### config.mk
export PLATFORM = sky130hd
export DESIGN_NAME = instruction_mem_controller
export DESIGN_NICKNAME = d
export VERILOG_FILES = /design/src/rtl/instruction_mem_controller.sv
export SDC_FILE = /design/constraint.sdc
export NUM_CORES = 1
export LEC_CHECK = 0
export ABC_AREA = 1
export ABC_CLOCK_PERIOD_IN_PS = 2500
export CORE_UTILIZATION = 40
export CTS_CLUSTER_SIZE = 40
export DETAILED_ROUTE_END_ITERATION = 6
export PLACE_DENSITY = 0.74
export REMOVE_ABC_BUFFERS = 1
export SLEW_MARGIN = 30
export SYNTH_ARGS = -nofsm -noshare
export SYNTH_HDL_FRONTEND = slang
export SYNTH_SLANG_ARGS = --single-unit
### constraint.sdc
create_clock -name i_clk -period 2.5 [get_ports i_clk]
set_input_delay 0.25 -clock i_clk [delete_from_list [all_inputs] [get_ports i_clk]]
set_output_delay 0.25 -clock i_clk [all_outputs]
set_load 0.1 [all_outputs]
### src/rtl/instruction_mem_controller.sv
// Round-robin arbiter forwarding fetcher reads to one program-memory port; grant +1 cycle, response +1 after mem ready.
// Backpressure: one transaction in flight, requests held until their ready pulse, memory stalls waited out indefinitely.
module instruction_mem_controller #(
    parameter int NUM_CONSUMERS = 4,
    parameter int ADDR_WIDTH    = 8,
    parameter int DATA_WIDTH    = 16,
    localparam int CW = (NUM_CONSUMERS > 1) ? $clog2(NUM_CONSUMERS) : 1
) (
    input  logic                                     i_clk,
    input  logic                                     i_reset,
    input  logic [NUM_CONSUMERS-1:0]                 i_consumer_read_valid,
    input  logic [NUM_CONSUMERS-1:0][ADDR_WIDTH-1:0] i_consumer_read_address,
    output logic [NUM_CONSUMERS-1:0]                 o_consumer_read_ready,
    output logic [NUM_CONSUMERS-1:0][DATA_WIDTH-1:0] o_consumer_read_data,
    output logic                                     o_mem_read_valid,
    output logic [ADDR_WIDTH-1:0]                    o_mem_read_address,
    input  logic                                     i_mem_read_ready,
    input  logic [DATA_WIDTH-1:0]                    i_mem_read_data
);

    typedef enum logic [1:0] {
        CTRL_IDLE     = 2'd0,
        CTRL_WAIT_MEM = 2'd1,
        CTRL_RESPOND  = 2'd2
    } ctrl_state_t;

    ctrl_state_t                             r_state;
    logic [CW-1:0]                           r_rr_ptr;
    logic [CW-1:0]                           r_sel;
    logic                                    r_mem_vld;
    logic [ADDR_WIDTH-1:0]                   r_mem_addr;
    logic [NUM_CONSUMERS-1:0]                r_rdy;
    logic [NUM_CONSUMERS-1:0][DATA_WIDTH-1:0] r_data;

    logic          w_grant_vld;
    logic [CW-1:0] w_grant_idx;
    logic [CW:0]   w_sum;
    logic [CW-1:0] w_cand;
    logic [CW-1:0] w_next_ptr;

    // Scan from the far end back toward rr_ptr so the candidate closest to rr_ptr wins.
    always_comb begin
        w_grant_vld = 1'b0;
        w_grant_idx = '0;
        w_sum       = '0;
        w_cand      = '0;
        for (int k = NUM_CONSUMERS - 1; k >= 0; k--) begin
            w_sum  = {1'b0, r_rr_ptr} + (CW+1)'(k);
            w_cand = (w_sum >= (CW+1)'(NUM_CONSUMERS)) ? CW'(w_sum - (CW+1)'(NUM_CONSUMERS))
                                                       : CW'(w_sum);
            if (i_consumer_read_valid[w_cand]) begin
                w_grant_vld = 1'b1;
                w_grant_idx = w_cand;
            end
        end
    end

    assign w_next_ptr = (r_sel == CW'(NUM_CONSUMERS - 1)) ? '0 : r_sel + CW'(1);

    always_ff @(posedge i_clk) begin
        if (i_reset) begin
            r_state    <= CTRL_IDLE;
            r_rr_ptr   <= '0;
            r_sel      <= '0;
            r_mem_vld  <= 1'b0;
            r_mem_addr <= '0;
            r_rdy      <= '0;
            r_data     <= '0;
        end else begin
            case (r_state)
                CTRL_IDLE: begin
                    if (w_grant_vld) begin
                        r_sel      <= w_grant_idx;
                        r_mem_vld  <= 1'b1;
                        r_mem_addr <= i_consumer_read_address[w_grant_idx];
                        r_state    <= CTRL_WAIT_MEM;
                    end
                end
                CTRL_WAIT_MEM: begin
                    if (i_mem_read_ready) begin
                        r_mem_vld     <= 1'b0;
                        r_data[r_sel] <= i_mem_read_data;
                        r_rdy[r_sel]  <= 1'b1;
                        r_state       <= CTRL_RESPOND;
                    end
                end
                CTRL_RESPOND: begin
                    r_rdy    <= '0;
                    r_rr_ptr <= w_next_ptr;
                    r_state  <= CTRL_IDLE;
                end
                default: r_state <= CTRL_IDLE;
            endcase
        end
    end

    assign o_consumer_read_ready = r_rdy;
    assign o_consumer_read_data  = r_data;
    assign o_mem_read_valid      = r_mem_vld;
    assign o_mem_read_address    = r_mem_addr;

endmodule
==> results_dict.tcl, run 1 <==
set metrics [dict create \
    die_height_um 95.6 \
    seqPwrFrac_pct 41.0 \
    worst_slack_ns 0.428 \
    hold_start "i_reset" \
    maxSlewHeadroom_pct 51.5 \
    crit_buf_inv 2 \
    max_slew.worst_pin.slew_ns 0.726 \
    core_area_sq_um 8340 \
    synthTopCellsByCount "nand2_1, nand3_1, dfxtp_1" \
    timing.fmax_ghz 0.483 \
    comb_power_share_pct 28.4 \
    power.total_w 0.00349 \
    antenna_found_initial 0 \
    clk_latency_ns 0.35 \
    grt_usage_pct 22.3 \
    leakage_nw 1.97 \
    cp_slowest_cell "dfxtp_1" \
    synthToLayoutAreaGrowth_pct 39.1 \
    slew_viol_final 0 \
    route.vias.total 3592 \
    dpl.hpwl_um 7060 \
    outcome "completed" \
    netlist_area_sq_um 3510 \
    synthFlopType "dfxtp_1" \
    yosys_warnings 0 \
    avgSynthCellArea_sq_um 7.43 \
    grt_pass1_vias 3273 \
    cp-end-kind "register" \
    post-cts-setup-buffer-count 0 \
    cts_tree "yes" \
    synth_cell_type_count 25 \
    yosysMostFrequentCell "nand2_1" \
    ff2ff_setup_slack_ns 0.43 \
    cts_buffers 9 \
    dp_slack_ns 0.421 \
    yosys.area.top_type "dfxtp_1" \
    synth_area_leaders "dfxtp_1, nand3_1, nand2_1" \
    cts_resized 0 \
    p_clk_share_pct 30.7 \
    synth_seq_area_share_pct 47.4 \
    switching_power_w 0.00125 \
    worstReg2RegStart "r_rr_ptr[0]$_SDFFE_PP0P_" \
    initial_core_util_pct 42.0 \
    ios 132 \
    cap_violations 0 \
    dr.pass1.iters 4 \
    path_cells "inv_1, nand2_1, nand3_1, nand2_1, nand3_2, nand2_2, nand2_4, nand2_4, inv_1, nand2_1, nand2_1, a21oi_1, nor2_1" \
    grt_max_degree 70 \
    required_ns 2.74 \
    whs_path_depth 4 \
    std_cell_rows 33 \
    die_w_um 95.6 \
    drive_gt1_share_pct 19.6 \
    port_buffers 131 \
    drt.antenna.violating_nets 0 \
    cts.reportedPaths.clkPinSlew_ns 0.08 \
    period_needed_ns 2.07 \
    cts_max_level 3 \
    cts.sinks 83 \
    final_area_sq_um 4880 \
    arrival_ns 2.31 \
    wire_per_inst_um 14.5 \
    setup_viol 0 \
    synth_cells 472 \
    ys_seq_elements 83 \
    finalHoldViolCount 0 \
    yosysTopAreaCellShare_pct 47.4 \
    min_period_over_period_pct 82.9 \
    r2r_cells 13 \
    cp_common_cell "nand2_1" \
    hold_path_end "o_mem_read_address[2]$_SDFFE_PP0P_" \
    p_int_w 0.00224 \
    crit_type "register to register" \
    rsz0062_at_grt "false" \
    drt_iter0_drc 195 \
    finalWeightedCongestion 0.843 \
    slowest_delay_ns 0.61 \
    finalClockSkew_ns 0.00772 \
    drt-total-wl_um 10100 \
    crit_family "simple AND/OR/NAND/NOR gates" \
    vdd_drop_max_mv 0.401 \
    overflow 0 \
    grt_pass1_wl_um 15700 \
    rr_endpoint "o_mem_read_address[7]$_SDFFE_PP0P_" \
    p_per_area_nw_per_um2 715 \
    sw_frac_of_total_pct 35.9 \
    postCtsHoldBufs 0 \
    worst_hold_path_type "primary input to register" \
    cp_max_fo 18 \
    final_nets 647 \
    cts-root-buf "clkbuf_8" \
    antenna_cells 0 \
    start_kind "register" \
    clockBufferDepth 2 \
    post_dp_cell_area_sq_um 4650 \
    drcViolationCount 0 \
    fp.dieArea_sq_um 9150 \
    synth_edf_count 0 \
    vias_per_cell 5.15 \
    async_reset_ff_share_pct 0 \
]
power groups by stage:
| stage | Sequential [W] | Combinational (W) | Clock (W) |
|---|---|---|---|
| 4_1_cts | 0.00143 | 0.000991 | 0.00109 |
| 3_3_place_gp | 0.00146 | 0.000976 | 0 |
| 3_5_place_dp | 0.00146 | 0.000990 | 0 |
| 6_report | 0.00143 | 0.000990 | 0.00107 |
| 2_1_floorplan | 0.00184 | 0.000291 | 0 |
| 5_1_grt | 0.00144 | 0.00106 | 0.00115 |
cell usage in the layout, fill, tap and decap left out, drive strengths merged:
cell	netlist	final
clkinvlp	0	2
xnor2	1	1
o21ai	12	12
nand2	119	119
nand3	102	102
ha	4	4
inv	23	23
a31oi	1	1
bufinv	0	2
a21oi	81	81
nor2	11	11
buf	11	85
dfxtp	83	83
a211oi	1	1
clkinv	0	2
nor3	1	1
clkbuf	22	10
clkdlybuf4s50	0	53
logic make-up after synthesis:
| kind of cell | share of synthesized area, % |
|---|---|
| and+or+nand+nor | 30.2 |
| buffers and inverters | 6.99 |
| xor gates and xnor gates | 0.250 |
| AOI/OAI and AO/OA | 13.8 |
| adders and majority gates | 1.43 |
| DFF | 47.4 |
through the flow:
step	hold WS (ns)	TNS [ns]	util (%)	instances
after global routing	0.425	0	58.5	698
final	0.387	0	58.5	698
after detailed placement	0.447	0	55.8	682
after floorplan	0.319	-66.74	-	439
after global placement	0.444	0	55.8	682
after CTS	0.382	0	58.5	698
sequential cells by signal (all words and copies together) (netlist names):
name,flops
r_rr_ptr,2
o_mem_read_valid,1
o_mem_read_address,8
o_consumer_read_ready,4
r_state,2
o_consumer_read_data,64
r_sel,2
metal layers:
metal	track usage, %	share of wire, %	vias up
met3	5.18	9.8	11
met1	28.3	41	1606
li1	-	-	1808
met4	6.97	0.89	0
met2	37.5	48	167
met5	0	0	-
worst min-delay path: stages:
cell and delay [ns]:
buf_2 0.11, inv_1 0.16, o21ai_0 0.12, a21oi_1 0.04
final cells by class:
cell class / count / area [sq um]
repair buffers: 138 / 1170
inverters: 23 / 86.3
multi-input cells: 333 / 1610
fillers: 769 / 3460
flip-flops and latches: 83 / 1660
clock inverters: 6 / 88.8
well taps: 105 / 131
clock buffers: 10 / 138
worst max path at each step:
| stage | startpoint | endpoint | slack, ns | cells past startpoint |
|---|---|---|---|---|
| floorplan | r_state[0]$_SDFFE_PP0P_ | o_consumer_read_data[0]$_SDFFE_PP0P_ | -0.98 | 5 |
| global placement | i_consumer_read_valid[3] | o_mem_read_address[7]$_SDFFE_PP0P_ | 0.51 | 14 |
| detailed placement | i_consumer_read_valid[3] | o_mem_read_address[7]$_SDFFE_PP0P_ | 0.42 | 14 |
| CTS | r_rr_ptr[0]$_SDFFE_PP0P_ | o_mem_read_address[7]$_SDFFE_PP0P_ | 0.42 | 13 |
| global route | r_rr_ptr[0]$_SDFFE_PP0P_ | o_mem_read_address[7]$_SDFFE_PP0P_ | 0.16 | 13 |
| finish | r_rr_ptr[0]$_SDFFE_PP0P_ | o_mem_read_address[7]$_SDFFE_PP0P_ | 0.43 | 13 |
(Power assumes the default switching activity.)
==> inputs of run 2 (changes only) <==
Settings changed: ABC_CLOCK_PERIOD_IN_PS 2500 to 2100.
Clock period 2.5 ns to 2.1 ns, I/O delays scaled along.
==> run 2 against run 1 <==
Against the previous run: register-to-register slack got worse by 0.18 ns; power rose by 17%; die area did not move; count of clock-buffer cells in the layout rose by 1; critical path depth did not move; core utilization rose by 0.57 points; first-iteration DRC count fell by 33%; clock power rose by 10%; worst hold slack got worse by 0.028 ns; critical endpoint unchanged; largest power group unchanged.
==> results_dict.tcl, run 2 (synthesis results as in run 1) <==
set metrics [dict create \
    grt_max_degree 45 \
    drt.antenna.violating_nets 0 \
    crit_end "o_mem_read_address[7]$_SDFFE_PP0P_" \
    worstReg2RegStart "r_rr_ptr[0]$_SDFFE_PP0P_" \
    overflow 0 \
    clockBufferDepth 2 \
    grt_usage_pct 22.2 \
    startpoint "r_rr_ptr[0]$_SDFFE_PP0P_" \
    cp_slowest_cell "dfxtp_2" \
    cp-end-kind "register" \
    final_core_util_pct 59.1 \
    clk_latency_ns 0.34 \
    antenna_found_initial 0 \
    multiInputGateArea_sq_um 1610 \
    cts.reportedPaths.clkPinSlew_ns 0.08 \
    cp_common_cell "nand2_1" \
    core_area_sq_um 8340 \
    grt_pass1_vias 3289 \
    start_kind "register" \
    wire_per_inst_um 14.1 \
    dpl.hpwl_um 7190 \
    min_period_over_period_pct 88.1 \
    final_nets 655 \
    maxSlewHeadroom_pct 70.7 \
    r2r_cells 13 \
    die_height_um 95.6 \
    drt-total-wl_um 9980 \
    fin_hold_ws_ns 0.358 \
    cts_max_level 3 \
    synthToLayoutAreaGrowth_pct 40.5 \
    timing.fmax_ghz 0.541 \
    fill_cells 767 \
    p_per_area_nw_per_um2 826 \
    post-cts-setup-buffer-count 0 \
    initial_core_util_pct 42.0 \
    cts_buffers 9 \
    outcome "completed" \
    ios 132 \
    final_cell_mix "nand2_1, nand3_1, buf_4" \
    cts-root-buf "clkbuf_8" \
    postCtsHoldBufs 0 \
    seq_area_sq_um 1660 \
    cts_tree "yes" \
    finalClockSkew_ns 0.00647 \
    path_cells "inv_1, nand2_1, nand3_1, nand2_1, nand3_2, nand2_2, nand2_4, nand2_4, inv_1, nand2_1, nand2_1, a21oi_1, nor2_1" \
    final_common_cell "nand2_1" \
    rsz0062_at_grt "false" \
    required_ns 2.34 \
    dp_slack_ns 0.106 \
    finalWeightedCongestion 0.842 \
    drcViolationCount 0 \
    drt_iter0_drc 131 \
    period_needed_ns 1.85 \
    route.vias.total 3620 \
    leakage_nw 2.00 \
    std_cell_rows 33 \
    setup_viol 0 \
    largest_reg_flops 64 \
    worst_hold_path_type "primary input to register" \
    dr.pass1.iters 4 \
    grt_pass1_wl_um 15800 \
    finalHoldViolCount 0 \
    cp_max_fo 18 \
    port_buffers 131 \
    slowest_delay_ns 0.46 \
    drive_gt1_share_pct 20.8 \
    vdd_drop_max_mv 0.423 \
    fp.dieArea_sq_um 9150 \
    ff2ff_setup_slack_ns 0.25 \
    vias_per_cell 5.13 \
    cts.sinks 83 \
    die_w_um 95.6 \
    crit_type "register to register" \
    max_slew.worst_pin.slew_ns 0.440 \
    slew_viol_final 0 \
    rr_endpoint "o_mem_read_address[7]$_SDFFE_PP0P_" \
    cap_violations 0 \
    antenna_cells 0 \
    arrival_ns 2.09 \
    worst_slack_ns 0.250 \
]
[run 2: metrics by stage]
step           power [W]  TNS, ns  area, sq um  instances
3_3_place_gp     0.00291        0         4710        690
6_report         0.00407        0         4930        706
5_1_grt          0.00425        0         4930        706
4_1_cts          0.00409        0         4920        706
2_1_floorplan    0.00254   -94.74         3350        439
3_5_place_dp     0.00292        0         4710        690
[run 2: worst min-delay path by stage]
stage	slack, ns	start	to	depth (start not counted)
final	0.36	i_reset	o_mem_read_address[3]$_SDFFE_PP0P_	4
after detailed placement	0.44	o_consumer_read_ready[0]$_SDFFE_PP0P_	o_consumer_read_ready[0]$_SDFFE_PP0P_	2
after CTS	0.35	i_reset	o_mem_read_address[3]$_SDFFE_PP0P_	4
after floorplan	0.28	i_reset	o_consumer_read_data[0]$_SDFFE_PP0P_	1
after global routing	0.39	i_reset	r_state[1]$_SDFFE_PP0P_	3
after global placement	0.45	o_consumer_read_ready[2]$_SDFFE_PP0P_	o_consumer_read_ready[2]$_SDFFE_PP0P_	2
[run 2: routing by layer]
metal	wire length [um]	vias to the layer above	part of all wire, %	track usage [%]
li1	-	1823	-	-
met1	4380	1647	44	29.0
met3	907	4	9.1	5.18
met2	4650	146	47	36.4
met4	50	0	0.50	6.22
met5	0	-	0	0
[run 2: timing repair]
item                                    in CTS  in global routing
resized for setup                            0                  1
endpoints found under the hold margin        0                  0
endpoints found under the setup margin       0                  8
[run 2: layout make-up]
cell class	count	share of cell area, %
clock buffers	11	3.07
clock inverters	5	1.24
inverters	23	1.75
multi-input cells	333	32.6
flip-flops and latches	83	33.8
well taps	105	2.67
repair buffers	146	24.9
[run 2: critical path, delay by kind of cell, from the launching register on]
kind	cells	cell delay [ns]
AOI/OAI and AO/OA	1	0.11
DFF	1	0.46
and+or+nand+nor	10	0.98
buffers and inverters	2	0.20
[run 2: power by group]
| part | switching, W | internal [W] |
|---|---|---|
| sequential | 0.0000509 | 0.00165 |
| combinational | 0.000868 | 0.000321 |
| clock | 0.000562 | 0.000616 |
